<file path="src/rtl/axi_lite_pkg.sv">
// ----------------------------------------------------------------------------
// axi_lite_pkg
// Shared AXI4-Lite definitions used by the AXI4-Lite master and slave.
//   - Response codes carried on bresp / rresp.
//   - State encoding of the axi_lite_master transaction FSM.
// No ports (package).
// ----------------------------------------------------------------------------
package axi_lite_pkg;

   localparam logic [1:0] OKAY   = 2'b00;
   localparam logic [1:0] EXOKAY = 2'b01;
   localparam logic [1:0] SLVERR = 2'b10;
   localparam logic [1:0] DECERR = 2'b11;

   typedef enum logic [2:0] {
      IDLE    = 3'd0,
      WR_REQ  = 3'd1,
      WR_RESP = 3'd2,
      RD_REQ  = 3'd3,
      RD_DATA = 3'd4,
      RSP     = 3'd5
   } master_state_t;

endpackage

</file>
<file path="src/rtl/axi_lite_master.sv">
// ----------------------------------------------------------------------------
// axi_lite_master
// AXI4-Lite initiator. Accepts single-beat commands on a valid/ready port,
// runs one AXI4-Lite write or read transaction at a time and presents the
// slave's response on a valid/ready response port.
//
// Ports
//   clk, rst                     clock, asynchronous active-high reset
//   cmd_valid/cmd_ready          command handshake
//   cmd_write, cmd_addr,
//   cmd_wdata, cmd_wstrb         command payload (write=1 / read=0)
//   rsp_valid/rsp_ready          response handshake
//   rsp_write, rsp_rdata,
//   rsp_resp, rsp_timeout        response payload
//   awaddr/awvalid/awready       AXI write address channel
//   wdata/wstrb/wvalid/wready    AXI write data channel
//   bresp/bvalid/bready          AXI write response channel
//   araddr/arvalid/arready       AXI read address channel
//   rdata/rresp/rvalid/rready    AXI read data channel
//
// Parameters
//   ADDR_W   address width
//   DATA_W   data width (32 only)
//   TIMEOUT  cycles allowed in any AXI wait state before aborting, 0 = never
// ----------------------------------------------------------------------------
module axi_lite_master
   import axi_lite_pkg::*;
#(
   parameter int ADDR_W  = 32,
   parameter int DATA_W  = 32,
   parameter int TIMEOUT = 0
) (
   input  logic                clk,
   input  logic                rst,
   // command port
   input  logic                cmd_valid,
   output logic                cmd_ready,
   input  logic                cmd_write,
   input  logic [ADDR_W-1:0]   cmd_addr,
   input  logic [DATA_W-1:0]   cmd_wdata,
   input  logic [DATA_W/8-1:0] cmd_wstrb,
   // response port
   output logic                rsp_valid,
   input  logic                rsp_ready,
   output logic                rsp_write,
   output logic [DATA_W-1:0]   rsp_rdata,
   output logic [1:0]          rsp_resp,
   output logic                rsp_timeout,
   // AXI write address
   output logic [ADDR_W-1:0]   awaddr,
   output logic                awvalid,
   input  logic                awready,
   // AXI write data
   output logic [DATA_W-1:0]   wdata,
   output logic [DATA_W/8-1:0] wstrb,
   output logic                wvalid,
   input  logic                wready,
   // AXI write response
   input  logic [1:0]          bresp,
   input  logic                bvalid,
   output logic                bready,
   // AXI read address
   output logic [ADDR_W-1:0]   araddr,
   output logic                arvalid,
   input  logic                arready,
   // AXI read data
   input  logic [DATA_W-1:0]   rdata,
   input  logic [1:0]          rresp,
   input  logic                rvalid,
   output logic                rready
);

   // Wait counter width; kept at one bit when the timeout is disabled so the
   // declaration stays legal.
   localparam int CNT_W = (TIMEOUT > 0) ? $clog2(TIMEOUT + 1) : 1;
   localparam logic [CNT_W-1:0] CNT_MAX = CNT_W'(TIMEOUT);
   // Abort on the edge at which the counter would reach TIMEOUT, so a wait
   // state lasts exactly TIMEOUT cycles.
   localparam logic [CNT_W-1:0] CNT_LAST = CNT_W'(TIMEOUT - 1);

   master_state_t       state_reg, state_next;

   logic                cmd_ready_reg;
   logic [ADDR_W-1:0]   addr_reg;
   logic [DATA_W-1:0]   wdata_reg;
   logic [DATA_W/8-1:0] wstrb_reg;
   logic                write_reg;
   logic                aw_done_reg;
   logic                w_done_reg;
   logic [DATA_W-1:0]   rdata_reg;
   logic [1:0]          resp_reg;
   logic                timeout_reg;
   logic [CNT_W-1:0]    cnt_reg;

   logic                accept;
   logic                aw_fire;
   logic                w_fire;
   logic                timeout_hit;
   logic                abort;

   // ------------------------------------------------------------------
   // Outputs: registered or decoded from registered state only
   // ------------------------------------------------------------------
   assign cmd_ready   = cmd_ready_reg;
   assign awaddr      = addr_reg;
   assign araddr      = addr_reg;
   assign wdata       = wdata_reg;
   assign wstrb       = wstrb_reg;
   assign awvalid     = (state_reg == WR_REQ) && !aw_done_reg;
   assign wvalid      = (state_reg == WR_REQ) && !w_done_reg;
   assign bready      = (state_reg == WR_RESP);
   assign arvalid     = (state_reg == RD_REQ);
   assign rready      = (state_reg == RD_DATA);
   assign rsp_valid   = (state_reg == RSP);
   assign rsp_write   = write_reg;
   assign rsp_rdata   = rdata_reg;
   assign rsp_resp    = resp_reg;
   assign rsp_timeout = timeout_reg;

   assign accept      = cmd_valid && cmd_ready_reg;
   assign aw_fire     = awvalid && awready;
   assign w_fire      = wvalid && wready;
   assign timeout_hit = (TIMEOUT > 0) && (cnt_reg == CNT_LAST);

   // ------------------------------------------------------------------
   // Next-state logic
   // ------------------------------------------------------------------
   always_comb begin
      state_next = state_reg;
      abort      = 1'b0;
      case (state_reg)
         IDLE: begin
            if (accept) begin
               state_next = cmd_write ? WR_REQ : RD_REQ;
            end
         end
         WR_REQ: begin
            // AW and W complete independently, in any order.
            if ((aw_done_reg || aw_fire) && (w_done_reg || w_fire)) begin
               state_next = WR_RESP;
            end else if (timeout_hit) begin
               state_next = RSP;
               abort      = 1'b1;
            end
         end
         WR_RESP: begin
            if (bvalid) begin
               state_next = RSP;
            end else if (timeout_hit) begin
               state_next = RSP;
               abort      = 1'b1;
            end
         end
         RD_REQ: begin
            if (arready) begin
               state_next = RD_DATA;
            end else if (timeout_hit) begin
               state_next = RSP;
               abort      = 1'b1;
            end
         end
         RD_DATA: begin
            if (rvalid) begin
               state_next = RSP;
            end else if (timeout_hit) begin
               state_next = RSP;
               abort      = 1'b1;
            end
         end
         RSP: begin
            if (rsp_ready) begin
               state_next = IDLE;
            end
         end
         default: begin
            state_next = IDLE;
         end
      endcase
   end

   // ------------------------------------------------------------------
   // State register
   // ------------------------------------------------------------------
   always_ff @(posedge clk or posedge rst) begin
      if (rst) begin
         state_reg     <= IDLE;
         cmd_ready_reg <= 1'b0;
         cnt_reg       <= '0;
      end else begin
         state_reg     <= state_next;
         // Registered so that cmd_ready stays low while rst is high and
         // rises one cycle after the response handshake.
         cmd_ready_reg <= (state_next == IDLE);
         if (state_next != state_reg) begin
            cnt_reg <= '0;
         end else if (cnt_reg != CNT_MAX) begin
            cnt_reg <= cnt_reg + CNT_W'(1);
         end
      end
   end

   // ------------------------------------------------------------------
   // Command capture, channel bookkeeping and response capture
   // ------------------------------------------------------------------
   always_ff @(posedge clk or posedge rst) begin
      if (rst) begin
         addr_reg    <= '0;
         wdata_reg   <= '0;
         wstrb_reg   <= '0;
         write_reg   <= 1'b0;
         aw_done_reg <= 1'b0;
         w_done_reg  <= 1'b0;
         rdata_reg   <= '0;
         resp_reg    <= OKAY;
         timeout_reg <= 1'b0;
      end else begin
         case (state_reg)
            IDLE: begin
               if (accept) begin
                  addr_reg    <= cmd_addr;
                  wdata_reg   <= cmd_wdata;
                  wstrb_reg   <= cmd_wstrb;
                  write_reg   <= cmd_write;
                  aw_done_reg <= 1'b0;
                  w_done_reg  <= 1'b0;
                  // Writes return zero read data.
                  rdata_reg   <= '0;
                  resp_reg    <= OKAY;
                  timeout_reg <= 1'b0;
               end
            end
            WR_REQ: begin
               if (aw_fire) begin
                  aw_done_reg <= 1'b1;
               end
               if (w_fire) begin
                  w_done_reg <= 1'b1;
               end
            end
            WR_RESP: begin
               if (bvalid) begin
                  resp_reg <= bresp;
               end
            end
            RD_DATA: begin
               if (rvalid) begin
                  rdata_reg <= rdata;
                  resp_reg  <= rresp;
               end
            end
            default: begin
            end
         endcase
         if (abort) begin
            resp_reg    <= DECERR;
            timeout_reg <= 1'b1;
         end
      end
   end

endmodule

</file>
<file path="config.mk">
export PLATFORM = sky130hd
export DESIGN_NAME = axi_lite_master
export DESIGN_NICKNAME = d
export VERILOG_FILES = /design/src/rtl/axi_lite_pkg.sv /design/src/rtl/axi_lite_master.sv
export SDC_FILE = /design/constraint.sdc
export NUM_CORES = 1
export LEC_CHECK = 0
export BUFFER_PORTS_ARGS = -buffer_cell sky130_fd_sc_hd__buf_4
export CORE_ASPECT_RATIO = 0.75
export CORE_MARGIN = 2
export CORE_UTILIZATION = 40
export CTS_BUF_LIST = sky130_fd_sc_hd__clkbuf_16
export DETAILED_ROUTE_END_ITERATION = 10
export GPL_TIMING_DRIVEN = 0
export PLACE_DENSITY = 0.83
export SYNTH_ARGS = -nofsm -noshare
export SYNTH_HDL_FRONTEND = slang
export SYNTH_SLANG_ARGS = --single-unit
</file>
<file path="constraint.sdc">
create_clock -name clk -period 11.3 [get_ports clk]
set_clock_uncertainty 0.1 [all_clocks]
set_input_delay 3.39 -clock clk [delete_from_list [all_inputs] [get_ports clk]]
set_output_delay 3.39 -clock clk [all_outputs]
set_load 0.05 [all_outputs]
</file>
# [After elaboration in Yosys (flattened, before gate mapping)]
# Cells that the tools add are included.
[totals] input_bits=114 ff_bits=109 output_inout_bits=143 elab_cells=60
[classes] muxes=20 n_reduce_logical=20 eq_ne=10
[op_table] op="$mux 32" count=2
[op_table] op="$pmux 32 s2" count=1
[op_table] op="$mux 3" count=6
[op_table] op="$pmux 3 s6" count=1
[op_table] op="$ne 2x2->1 const B" count=5
[op_table] op="$reduce_and 3->1" count=3
[op_table] op="$mux 2" count=4
[op_table] op="$eq 3x2->1 const B" count=2
[op_table] op="$eq 3x3->1 const B" count=2
[op_table] op="$logic_and 1x1->1" count=6
[op_table] op="$logic_not 3->1" count=2
[op_table] op="$pmux 2 s3" count=1
[op_table] op="$pmux 1 s2" count=2
[op_table] op="$reduce_and 4->1" count=1
[op_table] op="$reduce_bool 2->1" count=2
[op_table] op="$eq 3x1->1 const B" count=1
[op_table] op="$mux 1" count=3
[op_table] op="$reduce_bool 3->1" count=1
[op_table] op="$logic_not 1->1" count=2
[op_table] op="$logic_or 1x1->1" count=2
[op_table] op="$reduce_and 2->1" count=1

# [Depth between registers and ports, before layout]
# Gate-level depths: netlist of the first run.
[depth] word_depth=8 mapped_depth=6 ltp_nobuf=4

# [Least setup slack after synthesis of the first run]
# No wires, ideal clock.
[synth_path] path_kind="register -> output" startpoint="register state_reg[0]" endpoint="output bready" t_required_ns=7.810 n_path_buf=0 slack_ns=5.991 stages_incl_launch_ff=2 t_arrival_ns=1.819 path_cell_list="dfrtp_1 > nor3b_1"
[synth_between] elab_chain_len=1
[synth_rtl] item="from (decl)" line="axi_lite_master.sv:81" rtl="master_state_t state_reg, state_next;"
[synth_rtl] item="from (signal assigned)" line="axi_lite_master.sv:190" rtl="state_reg <= state_next;"
[synth_rtl] item="$eq 3x2->1" line="axi_lite_master.sv:111" rtl="assign bready = (state_reg == WR_RESP);"
[synth_rtl] item="to (decl)" line="axi_lite_master.sv:61" rtl="output logic bready,"
# No other way between the ends.

# [Worst setup path after layout of the first run]
[layout_path] startpoint="register state_reg[0]" endpoint="output rready"
[layout_between] elab_chain_len=1
[layout_rtl] item="$eq 3x3->1" line="axi_lite_master.sv:113" rtl="assign rready = (state_reg == RD_DATA);"
[layout_rtl] item="to (decl)" line="axi_lite_master.sv:70" rtl="output logic rready"
# No other way between the ends.

==> metrics.txt, run 1 <==
Setup-failing EPs final 0; area grow syn2layout 53.61%; First-pass DRT Iterations 4; fin crit share 0.5080; gpl congestion 0.7896; clock buffer depth 2; Nets 893; Rel. slew slack 0.5414; Hold Path Depth 2; ys async rst share 1.000; Setup CP Type reg2out; run status finished, final reports clean; die height 96.09 µm; vias in the first global route 4023; Worst Hold End rsp_rdata[15]$_DFFE_PP0P_; critical-path cell list nor2_1, and2_1, clkbuf_1, clkbuf_1, buf_4; WL final 12780 µm; r2r setup slk 9.20 ns; Synth Net Count 626; row count 33; chip width 126.8 µm; most frequent CP cell clkbuf_1; Initial Util 0.4118; CTS Buf Count 9; I/O Pins 257; Setup crit start kind register; number of instances in the synthesized netlist 512; Avg Cell Area, Syn 8.834 µm²; crit-path max FO 10; antenna violations before repair 0; post-CTS setup buffers 0; clock slew at reported path FFs 0.07 ns; final instance area 6948 µm²; clk_lat worst skew 0.33 ns; drc violations 0; post-DP HPWL 9846 µm; Worst R2R End araddr[30]$_DFFE_PP0P_; number of max-cap violations 0; diodes inserted 0; die area 12180 µm²; placed cells 908; FMAX 174.2 MHz; Worst Tran Pin Value 0.6864 ns; CP Buf/Inv Count 3; Resize count post-CTS 0; Hold-fix buffers, CTS 0; WL/cell 13.85 µm; RSZ-0062 raised after global routing no; Peak VDD IR 0.1650 mV; most common cell after layout, fill and taps aside buf_4; gr usage total 0.2072; hold_sp rsp_rdata[15]$_DFFE_PP0P_; vias 4269; Yosys warnings 0; Cell Area, Synth 4523 µm²; Worst setup EP type primary output; CTS root buffer clkbuf_16; CTS tree yes; cell family with most CP delay buffers and inverters; FILL cells 943; Placed Area 6643 µm²; worst hold path class reg2reg; clock sink count 109; Post-synth EDFFs 0; Req. time, crit path 7.81 ns; Core Region 10980 µm²; most frequent cells in the layout buf_4, nand2_1, dfrtp_1; setup TNS 0 ns; Iteration-0 DRC Markers 186; register area share after synthesis 0.6030; total power 0.002544 W; Via density 4.625; share of cells above drive strength 1 0.3959; Non-Filler Instances 923; leak pwr 4.016 nW; I/O Buffers 255; Distinct cells, synth 29; CP Data Arrival Time 2.25 ns; min Tclk post-route 5.741 ns; grt ovf 0; H-tree Lvls 3; first-pass GRT wire length 19740 µm; Main synth FF type dfrtp_1; r2r startpoint state_reg[2]$_DFF_PP0_; worst reg-to-reg path cell count 6; Hold Vio Cnt, Final 0; largest net degree at the start of global routing 58; Largest stage delay, worst path 0.47 ns; fin. max-slew vios 0; Yosys reg bits 109; Detail Route Antenna Nets 0; Pwr per Cell Area 366.2 nW/µm²; Slowest-stage cell, CP dfrtp_1
## final cells by class
class | instances | area, µm² | share of cell area
Multi-Input combinational cell | 342 | 1440 | 0.2073
Tap cell | 140 | 175.2 | 0.02521
Timing Repair Buffer | 256 | 1942 | 0.2795
Sequential cell | 109 | 2728 | 0.3926
Clock buffer | 9 | 225.2 | 0.03241
Inverter | 2 | 10.01 | 0.001441
Buffer | 59 | 347.8 | 0.05006
Clock inverter | 6 | 80.08 | 0.01153
## metal layers
layer | track usage | vias to the layer above | wire length (µm)
li1 | - | 2089 | -
met5 | 0 | - | 0
met4 | 0.05403 | 0 | 164
met2 | 0.3568 | 156 | 6241
met3 | 0.07004 | 14 | 1071
met1 | 0.2544 | 2010 | 5302
## cells in the mapped netlist, types with 2 or more instances
library cell	n	area [µm²]
nand3_1	32	160.2
dfrtp_1	109	2728
and3b_1	2	17.52
buf_2	2	10.01
clkbuf_1	22	82.58
nor3b_1	2	15.01
nand2_1	273	1025
nor2_1	5	18.77
buf_1	2	7.510
mux2_2	2	22.52
buf_4	33	247.7
a22o_1	3	26.28
a21oi_1	4	20.02
and2_1	4	25.02
inv_1	2	7.510
nand2b_1	2	12.51
## metrics by stage
| stage | hold slack, ns | setup slack [ns] | utilization |
|---|---|---|---|
| global placement | 0.3507 | 3.688 | 0.6021 |
| finish | 0.3687 | 5.559 | 0.6326 |
| global route | 0.3904 | 5.417 | 0.6326 |
| CTS | 0.3721 | 5.557 | 0.6326 |
| detailed placement | 0.3568 | 5.936 | 0.6048 |
| floorplan | 0.4011 | 4.936 | - |
## worst max path at each step
stage                                      start                    end  depth (start not counted)
after global placement                       rst  araddr[1]$_DFFE_PP0P_                          2
final                     state_reg[0]$_DFF_PP0_                 rready                          5
after global routing      state_reg[0]$_DFF_PP0_                 rready                          5
after floorplan                              rst  araddr[0]$_DFFE_PP0P_                          1
after detailed placement  state_reg[0]$_DFF_PP0_                 rready                          5
after CTS                 state_reg[0]$_DFF_PP0_                 rready                          5
## worst min-delay path: cells and delay by family, from the launching register on
family / cells / cell delay (ns)
flops: 1 / 0.34
simple gates: 2 / 0.10
## power breakdown
| part | total, W | switching, W | leakage [nW] | internal (W) |
|---|---|---|---|---|
| Combinational | 0.00155 | 0.00109 | 2.46 | 0.000461 |
| Clock | 0.000324 | 0.000133 | 0.150 | 0.000191 |
| Sequential | 0.000673 | 0.000115 | 1.41 | 0.000558 |
| Total | 0.00254 | 0.00133 | 4.02 | 0.00121 |
## kinds of logic (layout without fill, tap and decap cells)
kind of cell / after synthesis / in the layout / synth area share
AND/OR/NAND/NOR: 326 / 326 / 0.2921
flip-flops: 109 / 109 / 0.6030
buffers and inverters: 61 / 332 / 0.07856
AO/OA/AOI/OAI: 12 / 12 / 0.01826
multiplexers: 3 / 3 / 0.007192
other: 1 / 1 / 0.0008291
Note: power is estimated with default switching activity, not from simulation.
==> inputs of run 2 (changes only) <==
--- a/config.mk
+++ b/config.mk
@@ -5,6 +5,7 @@
 export SDC_FILE = /design/constraint.sdc
 export NUM_CORES = 1
 export LEC_CHECK = 0
+export ABC_AREA = 1
 export BUFFER_PORTS_ARGS = -buffer_cell sky130_fd_sc_hd__buf_4
 export CORE_ASPECT_RATIO = 0.75
 export CORE_MARGIN = 2
@@ -12,7 +13,7 @@
 export CTS_BUF_LIST = sky130_fd_sc_hd__clkbuf_16
 export DETAILED_ROUTE_END_ITERATION = 10
 export GPL_TIMING_DRIVEN = 0
-export PLACE_DENSITY = 0.83
+export PLACE_DENSITY = 0.85
 export SYNTH_ARGS = -nofsm -noshare
 export SYNTH_HDL_FRONTEND = slang
 export SYNTH_SLANG_ARGS = --single-unit
==> constraint.sdc (replaced) <==
create_clock -name clk -period 5.2 [get_ports clk]
set_clock_uncertainty 0.1 [all_clocks]
set_input_delay 1.56 -clock clk [delete_from_list [all_inputs] [get_ports clk]]
set_output_delay 1.56 -clock clk [all_outputs]
set_load 0.05 [all_outputs]
==> run 2 against run 1 <==
Against the previous run: global-route usage grew 1.8 points; wire length grew 9.7%; sequential share of layout area shrank 1.1 points; critical path type unchanged; highest routed layer unchanged.
==> metrics.txt, run 2 <==
FMAX 285.0 MHz; Worst R2R End araddr[30]$_DFFE_PP0P_ (unchanged); most common cell after layout, fill and taps aside buf_4 (unchanged); number of instances in the synthesized netlist 553 (was 512); diodes inserted 0 (unchanged); antenna violations before repair 0 (unchanged); fin crit share 0.6748; hold_sp wdata[27]$_DFFE_PP0P_ (was rsp_rdata[15]$_DFFE_PP0P_); row count 34 (was 33); min Tclk post-route 3.509 ns; worst hold path class reg2reg (unchanged); Worst setup EP type primary output (unchanged); number of max-cap violations 0 (unchanged); Main synth FF type dfrtp_1 (unchanged); RSZ-0062 raised after global routing no (unchanged); chip width 129.4 µm (was 126.8 µm); CP Data Arrival Time 1.85 ns (was 2.25 ns); worst slack at placement 2.061 ns (was 5.936 ns); Initial Util 0.4091 (was 0.4118); Nets 934 (was 893); I/O Buffers 255 (unchanged); CTS tree yes (unchanged); Hold-fix buffers, CTS 0 (unchanged); r2r setup slk 3.49 ns (was 9.20 ns); Yosys warnings 0 (unchanged); Avg Cell Area, Syn 8.528 µm² (was 8.834 µm²); share of cells above drive strength 1 0.4053 (was 0.3959); largest net degree at the start of global routing 59 (was 58); most frequent cells in the layout buf_4, nand2_1, dfrtp_1 (unchanged); Setup-failing EPs final 0 (unchanged); gr usage total 0.2253 (was 0.2072); Hold Vio Cnt, Final 0 (unchanged); worst reg-to-reg path cell count 7 (was 6); Core Region 11530 µm² (was 10980 µm²); area leader, netlist dfrtp_1 (unchanged); Req. time, crit path 3.54 ns (was 7.81 ns); switching part of the total 0.5301 (was 0.5244); H-tree Lvls 3 (unchanged); CTS root buffer clkbuf_16 (unchanged); Worst Tran Pin Value 0.6825 ns (was 0.6864 ns); post-CTS setup buffers 0 (unchanged); leak pwr 4.196 nW (was 4.016 nW); drc violations 0 (unchanged); Iteration-0 DRC Markers 212 (was 186); Setup crit start kind register (unchanged); Via density 4.697 (was 4.625); clk_lat worst skew 0.33 ns (about the same); worst setup margin 1.691 ns (was 5.559 ns); met1 GRT Util 0.2891 (was 0.2544); area share of the largest cell type after synthesis 0.5784 (was 0.6030); ys async rst share 1.000 (unchanged); r2r startpoint state_reg[0]$_DFF_PP0_ (was state_reg[2]$_DFF_PP0_); area grow syn2layout 51.50% (was 53.61%); vias 4631 (was 4269); clock sink count 109 (unchanged); grt ovf 0 (unchanged); register share of total power 0.263 (was 0.265); ranking of synthesized cells by area dfrtp_1, nand2_1, nand3_1 (was dfrtp_1, nand2_1, buf_4); Pwr per Cell Area 776.8 nW/µm² (was 366.2 nW/µm²); M2 GR Usage 0.3713 (was 0.3568); WL final 14030 µm (was 12780 µm); Rel. slew slack 0.5450 (was 0.5414); Hold Path Depth 2 (unchanged); Post-synth EDFFs 0 (unchanged); Resize count post-CTS 0 (unchanged); Peak VDD IR 0.3988 mV (was 0.1650 mV); die height 98.03 µm (was 96.09 µm); gpl congestion 0.8323 (was 0.7896); run status finished, final reports clean (unchanged); Synth Net Count 667 (was 626); die area 12680 µm² (was 12180 µm²); fin. max-slew vios 0 (unchanged); clock slew at reported path FFs 0.07 ns (about the same); First-pass DRT Iterations 4 (unchanged); Comb pwr share 0.616 (was 0.608); Yosys reg bits 109 (unchanged); Setup CP Type reg2out (unchanged); I/O Pins 257 (unchanged); Critical Path Start state_reg[0]$_DFF_PP0_ (unchanged); Pint 0.002608 W (was 0.001210 W); crit-path max FO 10 (unchanged); post-DP HPWL 10540 µm (was 9846 µm); clock buffer depth 2 (unchanged); met3 Track Usage GR 0.06685 (was 0.07004); Distinct cells, synth 24 (was 29); Detail Route Antenna Nets 0 (unchanged); setup TNS 0 ns (unchanged); Synth top cells by count nand2_1, dfrtp_1, nand3_1, buf_4, buf_2 (was nand2_1, dfrtp_1, buf_4, nand3_1, clkbuf_1); clock power share 0.120 (was 0.127); Worst Hold End wdata[27]$_DFFE_PP0P_ (was rsp_rdata[15]$_DFFE_PP0P_); first-pass GRT wire length 22600 µm (was 19740 µm); most common cell in the netlist nand2_1 (unchanged); Most Crowded Layer GR met2 (unchanged); register area share after synthesis 0.5784 (was 0.6030); CTS Buf Count 9 (unchanged); Cell Area, Synth 4716 µm² (was 4523 µm²); WL/cell 14.23 µm (was 13.85 µm); vias in the first global route 4602 (was 4023); switching pwr 0.002942 W (was 0.001334 W)
[run 2: cell types whose count changed after synthesis, moves of 3 or more]
cell	change
nand3_1	+40
clkbuf_1	-20
buf_2	+18
inv_1	+14
nand2_1	-9
nor2_1	+5
and2_1	-4
buf_4	+4
a22o_1	-3
inv_2	+3
[run 2: cell type report]
cell class / count / area, µm²
well taps: 162 / 202.7
repair buffers: 256 / 1942
fillers: 980 / 4384
plain buffers: 62 / 404.1
multi-input cells: 363 / 1513
flip-flops and latches: 109 / 2728
clock inverters: 6 / 56.30
inverters: 19 / 73.82
clock buffers: 9 / 225.2
[run 2: stage by stage]
step	util	hold slack [ns]	instance area, µm²	cells	power (W)
after floorplan	-	0.4242	4716	553	0.003833
after global placement	0.5927	0.3632	6833	970	0.004845
after detailed placement	0.5953	0.3660	6863	971	0.004907
after CTS	0.6197	0.3847	7144	986	0.005586
after global routing	0.6197	0.4147	7144	986	0.005844
final	0.6197	0.3838	7144	986	0.005550
[run 2: power by group through the flow]
stage | registers (W) | clock network (W) | logic, W
after floorplan | 0.00263 | 0 | 0.00121
after global placement | 0.00146 | 0 | 0.00339
after detailed placement | 0.00147 | 0 | 0.00344
after CTS | 0.00146 | 0.000682 | 0.00344
after global routing | 0.00151 | 0.000721 | 0.00361
final | 0.00146 | 0.000667 | 0.00342
[run 2: how the worst max path moves through the flow]
| stage | endpoint | slack (ns) |
|---|---|---|
| after floorplan | araddr[0]$_DFFE_PP0P_ | 0.67 |
| after global placement | araddr[19]$_DFFE_PP0P_ | -0.64 |
| after detailed placement | rready | 2.06 |
| after CTS | rready | 1.67 |
| after global routing | rready | 1.56 |
| final | rready | 1.69 |
[run 2: critical path: stages, from the launching register on]
cell	delay [ns]
dfrtp_1	0.37
buf_2	0.17
nor2_4	0.18
nand2_1	0.13
inv_2	0.14
buf_2	0.27
buf_4	0.25
[run 2: kinds of logic after synthesis]
| group | count (synthesis) | share of synthesized area |
|---|---|---|
| flops | 109 | 0.5784 |
| simple gates | 353 | 0.3086 |
| other cells | 1 | 0.0007952 |
| buf+inv | 81 | 0.1008 |
| compound gates | 9 | 0.01141 |
[run 2: routing by layer]
layer,wire [µm],up-vias,part of all wire
met1,5856,2184,0.42
met5,0,-,0
met4,235,0,0.017
met3,1215,21,0.087
met2,6719,195,0.48
li1,-,2231,-
==> inputs of run 3 (changes only) <==
--- a/config.mk
+++ b/config.mk
@@ -5,7 +5,7 @@
 export SDC_FILE = /design/constraint.sdc
 export NUM_CORES = 1
 export LEC_CHECK = 0
-export ABC_AREA = 1
+export ABC_AREA = 0
 export BUFFER_PORTS_ARGS = -buffer_cell sky130_fd_sc_hd__buf_4
 export CORE_ASPECT_RATIO = 0.75
 export CORE_MARGIN = 2
@@ -13,7 +13,7 @@
 export CTS_BUF_LIST = sky130_fd_sc_hd__clkbuf_16
 export DETAILED_ROUTE_END_ITERATION = 10
 export GPL_TIMING_DRIVEN = 0
-export PLACE_DENSITY = 0.85
+export PLACE_DENSITY = 0.83
 export SYNTH_ARGS = -nofsm -noshare
 export SYNTH_HDL_FRONTEND = slang
 export SYNTH_SLANG_ARGS = --single-unit
==> constraint.sdc (replaced) <==
create_clock -name clk -period 3.58 [get_ports clk]
set_clock_uncertainty 0.1 [all_clocks]
set_input_delay 1.074 -clock clk [delete_from_list [all_inputs] [get_ports clk]]
set_output_delay 1.074 -clock clk [all_outputs]
set_load 0.05 [all_outputs]
==> run 3 against run 2 <==
Against the previous run: worst setup slack worse by 1.4 ns; total power grew 43%; utilization rose by 1.1 points; wire length down 7.9%; critical path depth decreased by 1; sequential power grew 47%; sequential share of layout area increased by 1.2 points; sequential cell count stayed put; clock power grew 37%; non-clock buffer count shrank 2; die area shrank 3.9%; first-iteration DRC count shrank 31%; critical path type unchanged.
==> metrics.txt, run 3 (synthesized netlist as in run 1, its figures left out) <==
run status finished, final reports clean (unchanged); CP Data Arrival Time 2.14 ns (was 1.85 ns); diodes inserted 0 (unchanged); CP Buf/Inv Count 3 (was 4); Setup-failing EPs final 0 (unchanged); gpl congestion 0.8001 (was 0.8323); WL/cell 13.96 µm (was 14.23 µm); gr usage total 0.2093 (was 0.2253); clock slew at reported path FFs 0.07 ns (about the same); CTS Buf Count 9 (unchanged); share of cells above drive strength 1 0.4000 (was 0.4053); CTS root buffer clkbuf_16 (unchanged); Hold Vio Cnt, Final 0 (unchanged); first-pass GRT wire length 20210 µm (was 22600 µm); most common cell after layout, fill and taps aside buf_4 (unchanged); Peak VDD IR 0.5776 mV (was 0.3988 mV); Largest stage delay, worst path 0.46 ns (was 0.37 ns); Setup crit start kind register (unchanged); grt ovf 0 (unchanged); I/O Pins 257 (unchanged); Worst Tran Pin Value 0.7328 ns (was 0.6825 ns); Nets 894 (was 934); number of max-cap violations 0 (unchanged); antenna violations before repair 0 (unchanged); post-CTS setup buffers 0 (unchanged); post-DP HPWL 10010 µm (was 10540 µm); chip width 126.8 µm (was 129.4 µm); Via density 4.570 (was 4.697); Req. time, crit path 2.41 ns (was 3.54 ns); Hold-fix buffers, CTS 0 (unchanged); vias in the first global route 4113 (was 4602); Slowest-stage cell, CP dfrtp_1 (unchanged); vias 4227 (was 4631); H-tree Lvls 3 (unchanged); setup TNS 0 ns (unchanged); fin util 0.6311 (was 0.6197); largest net degree at the start of global routing 42 (was 59); I/O Buffers 255 (unchanged); Non-Filler Instances 925 (was 986); fin crit share 0.9254; FILL cells 972 (was 980); Pwr per Cell Area 1145 nW/µm² (was 776.8 nW/µm²); Iteration-0 DRC Markers 146 (was 212); CTS tree yes (unchanged); FMAX 301.8 MHz; worst slack at placement 0.5116 ns (was 2.061 ns); drc violations 0 (unchanged); Setup CP Type reg2out (unchanged); Core Region 10980 µm² (was 11530 µm²); most frequent cells in the layout buf_4, nand2_1, dfrtp_1 (unchanged); cell family with most CP delay buffers and inverters (unchanged); Detail Route Antenna Nets 0 (unchanged); crit-path max FO 10 (unchanged); min Tclk post-route 3.313 ns; worst setup margin 0.2670 ns (was 1.691 ns); Resize count post-CTS 0 (unchanged); row count 33 (was 34); worst hold path class reg2reg (unchanged); WL final 12920 µm (was 14030 µm); Worst setup EP type primary output (unchanged); leak pwr 3.997 nW (was 4.196 nW); clock buffer depth 2 (unchanged); First-pass DRT Iterations 4 (unchanged); Placed Area 6656 µm² (was 6863 µm²); critical-path cell list nor2_1, and2_1, clkbuf_1, clkbuf_2, buf_4 (was buf_2, nor2_4, nand2_1, inv_2, buf_2, buf_4); clock sink count 109 (unchanged); placed cells 909 (was 971); fin. max-slew vios 0 (unchanged); final instance area 6932 µm² (was 7144 µm²); clk_lat worst skew 0.33 ns (about the same); Rel. slew slack 0.5104 (was 0.5450); area grow syn2layout 53.25% (was 51.50%); Initial Util 0.4118 (was 0.4091); RSZ-0062 raised after global routing no (unchanged); die height 96.09 µm (was 98.03 µm); die area 12180 µm² (was 12680 µm²)
run 3: cell count changes in the layout (fill, tap and decap cells not counted), sizes merged, moves of 4 or more:
cell / delta
nor2: -6
nand3: -41
inv: -17
nand2: +8
clkbuf: +20
buf: -22
and2: +4
run 3: metrics by stage:
stage,power (W),hold WS [ns]
final,0.007936,0.3684
after floorplan,0.005515,0.4011
after CTS,0.008007,0.3724
after global placement,0.006977,0.3528
after global routing,0.008372,0.3978
after detailed placement,0.007075,0.3567
run 3: path summary, 6_finish.rpt:
check | from | end | slack [ns] | cells after the start
worst min register to register | rsp_rdata[3]$_DFFE_PP0P_ | rsp_rdata[3]$_DFFE_PP0P_ | 0.37 | 2
max in group asynchronous | rst | wdata[28]$_DFFE_PP0P_ | 2.02 | 3
worst max-delay path | state_reg[0]$_DFF_PP0_ | rready | 0.27 | 5
worst max register to register | state_reg[2]$_DFF_PP0_ | araddr[28]$_DFFE_PP0P_ | 1.48 | 6
worst min-delay path | rsp_rdata[3]$_DFFE_PP0P_ | rsp_rdata[3]$_DFFE_PP0P_ | 0.37 | 2
min in group asynchronous | rst | wdata[5]$_DFFE_PP0P_ | 0.73 | 2
run 3: routing by layer:
layer / track usage / vias up / part of all wire
li1: - / 2085 / -
met1: 0.2707 / 1967 / 0.41
met2: 0.3622 / 162 / 0.50
met3: 0.05392 / 13 / 0.079
met4: 0.04487 / 0 / 0.012
met5: 0 / - / 0
run 3: worst register-to-register path, cell delays in order (launching register included):
cell      delay [ns]
dfrtp_1         0.48
and3b_1         0.25
nand2_1         0.32
clkbuf_1        0.42
buf_2           0.32
nand2_1         0.09
nand2_1         0.07
run 3: power breakdown:
part,switching [W],internal [W]
logic,0.00342,0.00146
registers,0.000380,0.00176
clock network,0.000443,0.000474
run 3: layout make-up:
| class | instances | area (µm²) | share of cell area |
|---|---|---|---|
| Clock buffer | 9 | 225.2 | 0.03249 |
| Inverter | 2 | 11.26 | 0.001625 |
| Tap cell | 140 | 175.2 | 0.02527 |
| Sequential cell | 109 | 2728 | 0.3935 |
| Clock inverter | 7 | 48.80 | 0.007040 |
| Timing Repair Buffer | 257 | 1954 | 0.2819 |
| Multi-Input combinational cell | 342 | 1440 | 0.2078 |
| Buffer | 59 | 349.1 | 0.05036 |
